<file path="config.mk">
export PLATFORM = sky130hd
export DESIGN_NAME = logic_accumulator
export DESIGN_NICKNAME = d
export VERILOG_FILES = /design/src/rtl/logic_accumulator.sv
export SDC_FILE = /design/constraint.sdc
export NUM_CORES = 1
export LEC_CHECK = 0
export ABC_AREA = 1
export CAP_MARGIN = 30
export CORE_MARGIN = 10
export CORE_UTILIZATION = 49
export DETAILED_ROUTE_END_ITERATION = 10
export PLACE_DENSITY = 0.72
export SLEW_MARGIN = 20
export SYNTH_ARGS = -nofsm -noshare
export SYNTH_HDL_FRONTEND = slang
export SYNTH_SLANG_ARGS = --single-unit
</file>
<file path="constraint.sdc">
create_clock -name clk -period 3.3 [get_ports clk]
set_input_delay 0.99 -clock clk [delete_from_list [all_inputs] [get_ports clk]]
set_output_delay 0.99 -clock clk [all_outputs]
set_load 0.02 [all_outputs]
</file>
<file path="src/rtl/logic_accumulator.sv">
// Folds a burst of gate results into one accumulator word using a per-beat
// operation, then presents the result and beat count over a valid/ready handshake.
module logic_accumulator #(
    parameter int unsigned DATA_W = 32,
    parameter int unsigned CNT_W  = 8
) (
    input  logic              clk,
    input  logic              rst,
    input  logic              in_valid,
    output logic              in_ready,
    input  logic [DATA_W-1:0] in_data,
    input  logic [2:0]        in_op,
    input  logic              in_last,
    output logic              out_valid,
    input  logic              out_ready,
    output logic [DATA_W-1:0] out_data,
    output logic [CNT_W-1:0]  out_count,
    output logic              busy
);

    typedef enum logic [1:0] {
        IDLE,
        ACCUM,
        HOLD
    } state_t;

    state_t            state_q, state_d;
    logic [DATA_W-1:0] acc_q, acc_d;
    logic [CNT_W-1:0]  cnt_q, cnt_d;
    logic              accept;

    function automatic logic [DATA_W-1:0] fold(input logic [DATA_W-1:0] acc,
                                               input logic [DATA_W-1:0] d,
                                               input logic [2:0]        op);
        logic [DATA_W-1:0] r;
        r = acc;
        case (op)
            3'b000: r = d;
            3'b001: r = acc & d;
            3'b010: r = acc | d;
            3'b011: r = acc ^ d;
            3'b100: r = ~(acc ^ d);
            3'b101: r = acc + d;
            3'b110: r = acc;
            3'b111: r = '0;
        endcase
        return r;
    endfunction

    always_ff @(posedge clk) begin
        if (rst) begin
            state_q <= IDLE;
            acc_q   <= '0;
            cnt_q   <= '0;
        end else begin
            state_q <= state_d;
            acc_q   <= acc_d;
            cnt_q   <= cnt_d;
        end
    end

    always_comb begin
        state_d = state_q;
        acc_d   = acc_q;
        cnt_d   = cnt_q;
        case (state_q)
            IDLE: begin
                // First beat of a burst always loads, whatever in_op says.
                if (accept) begin
                    acc_d   = in_data;
                    cnt_d   = CNT_W'(1);
                    state_d = in_last ? HOLD : ACCUM;
                end
            end
            ACCUM: begin
                if (accept) begin
                    acc_d   = fold(acc_q, in_data, in_op);
                    cnt_d   = (cnt_q == '1) ? cnt_q : cnt_q + CNT_W'(1);
                    if (in_last) state_d = HOLD;
                end
            end
            HOLD: begin
                if (out_ready) begin
                    acc_d   = '0;
                    cnt_d   = '0;
                    state_d = IDLE;
                end
            end
            default: state_d = IDLE;
        endcase
    end

    always_comb begin
        in_ready  = (state_q != HOLD);
        out_valid = (state_q == HOLD);
        busy      = (state_q != IDLE);
        accept    = in_valid & in_ready;
        out_data  = out_valid ? acc_q : '0;
        out_count = out_valid ? cnt_q : '0;
    end

endmodule

</file>
==> results.json <==
{
  "arrival_ns": 3.28,
  "vias": 7518,
  "yosysTopAreaCell": "nand2_1",
  "post_drt_wl_per_cell_um": 14.3,
  "path_class": "in2reg",
  "cts_resized": 0,
  "area_growth_pct": 21.9,
  "p_sw_mw": 1.92,
  "drt-vias-per-instance": 5.12,
  "htreeDepth": 2,
  "drv_cap": 0,
  "swShare_pct": 52.3,
  "wl_um": 21000,
  "worstSetupStartpointType": "input pin",
  "p_leak_nw": 4.43,
  "status": "finished, final reports clean",
  "path_max_fanout": 5,
  "end_kind": "flop",
  "n_antenna_cell": 0,
  "finalSetupViolations": 0,
  "ant_nets": 0,
  "yosysTopAreaCellShare_pct": 20.1,
  "initial_core_util_pct": 49.4,
  "hp-class": "reg2reg",
  "cts_tree": "done",
  "synth_common_cells": "348 x nand2_1, 265 x inv_1, 86 x a21oi_1",
  "grt_setup_unrepaired": "false",
  "grt_max_degree": 33,
  "p_int_mw": 1.75,
  "powerDensity_nw_per_um2": 464,
  "antenna_found_initial": 0,
  "first_global_vias": 6942,
  "grt_first_pass_wirelength_um": 34500,
  "die_area_um2": 18300,
  "die_h_um": 135,
  "syn_nets": 1298,
  "numCtsBuffers": 5,
  "setup_ws_ns": 0.228,
  "syn_inst": 1189,
  "core_region_area_um2": 13100,
  "place_congestion": 0.976,
  "fin_crit_sh_pct": 93.1,
  "slew_headroom_pct": 51.5,
  "insertion_delay_ns": 0.31,
  "ctsLongestPathBuffers": 2,
  "place.port_buffers": 82,
  "avgSynthCellArea_um2": 5.46,
  "firstDrtPassIters": 5,
  "yosysSeqAreaShare_pct": 12.9,
  "syn-cell-area_um2": 6500,
  "ios": 83,
  "finClkSkew_ns": 0.0111,
  "die_x_um": 135,
  "post_dp_cell_area_um2": 7770,
  "drive_above_1_share_pct": 6.96,
  "synthFlopType": "dfxtp_1",
  "worstMarginPinSlew_ns": 0.726,
  "synth.distinct_cells": 39,
  "yosys_warnings": 0,
  "slew_viol_final": 0,
  "holdWs_ns": 0.496,
  "overflow": 0,
  "post-cts-setup-buffer-count": 0,
  "cts_hold_buf": 0,
  "final_cell_area_um2": 7920,
  "fin_crit_ns": 3.07,
  "required_ns": 3.51,
  "pwr-share-seq_pct": 20.4,
  "drc": 0,
  "ir_drop_uv": 251,
  "synth_edf_count": 0,
  "hold_viol_final": 0,
  "grt_use_total_pct": 22.7,
  "combPwrFrac_pct": 64.1,
  "max_freq_ghz": 0.326,
  "clk_pin_slew_ns": 0.08,
  "final_nets": 1401,
  "num_rows": 42,
  "async_flop_share_pct": 0,
  "cts-root-buf": "clkbuf_16",
  "dp_hpwl_um": 16200,
  "synthTopCellsByArea": "nand2_1 20%, inv_1 15%, ha_1 13%",
  "p_clk_share_pct": 15.5,
  "final_util_pct": 60.3,
  "yosysMostFrequentCell": "nand2_1",
  "ys_ff_latch": 42,
  "first_iter_violations": 743,
  "dpl_worst_slack_ns": -0.0657,
  "clkSinkCount": 42
}
power by group through the flow:
stage          combinational (mW)  sequential (mW)  clock (mW)
6_report                     2.35            0.751       0.569
2_1_floorplan                1.62            0.728           0
4_1_cts                      2.32            0.749       0.573
3_3_place_gp                 2.29            0.759           0
5_1_grt                      2.66            0.769       0.585
3_5_place_dp                 2.31            0.760           0
metrics by stage:
step | power [mW] | std cells | TNS, ns
4_1_cts | 3.64 | 1469 | 0
3_3_place_gp | 3.05 | 1461 | -0.0550
5_1_grt | 4.01 | 1469 | 0
3_5_place_dp | 3.07 | 1461 | -0.152
2_1_floorplan | 2.35 | 1189 | 0
6_report | 3.67 | 1469 | 0
metal layers:
layer  part of all wire [%]  GRT usage (%)  wire length (µm)  vias to the layer above
met5                      0              0                 0                        -
met3                    7.9           4.90              1670                       15
met4                   0.96           4.31               202                        0
li1                       -              -                 -                     3932
met2                     43           36.2              9080                      217
met1                     48           31.0             10000                     3354
worst paths after layout:
path / start / to / slack (ns) / depth (start not counted)
setup / recovery: in_data[0] / acc_q[20] / 0.23 / 16
hold / removal: state_q[1] / state_q[1] / 0.50 / 2
setup reg to reg: acc_q[0] / acc_q[20] / 1.00 / 15
hold reg to reg: state_q[1] / state_q[1] / 0.50 / 2
cell families after synthesis:
family	Yosys count	synth area share, %
xor+xnor	1	0.135
fa+ha+maj	69	13.4
buf+inv	314	19.1
simple gates	529	33.9
compound gates	234	20.6
flops	42	12.9
worst max-delay path, cell delays in order:
cell             delay [ns]
clkdlybuf4s50_1        0.48
ha_1                   0.17
inv_1                  0.05
fa_1                   0.40
inv_1                  0.09
nand3_1                0.07
nand3_1                0.18
nand3_1                0.11
nand3_1                0.23
nand2_1                0.12
nand2_1                0.08
nand2_1                0.04
nand3_1                0.07
nand2_1                0.09
nand2_1                0.06
a21oi_1                0.05
layout by cell type, fill, tap and decap left out, drive strengths merged, types with 42 or more instances in the layout:
| master | instances |
|---|---|
| nand2 | 351 |
| inv | 276 |
| a21oi | 86 |
| nor2 | 85 |
| clkdlybuf4s50 | 82 |
| o21ai | 77 |
| nand3 | 72 |
| ha | 68 |
| buf | 53 |
| dfxtp | 42 |
cell type report:
type / instances / area, µm²
clock buffers: 5 / 125
clock inverters: 3 / 26.3
fillers: 1383 / 5220
inverters: 275 / 1030
multi-input cells: 833 / 4420
flip-flops and latches: 42 / 841
well taps: 176 / 220
repair buffers: 135 / 1260
flip-flops by register name (all words and copies together), names as in the netlist:
signal,count
acc_q,32
state_q,2
cnt_q,8
Power figures use the tool's default switching activity.
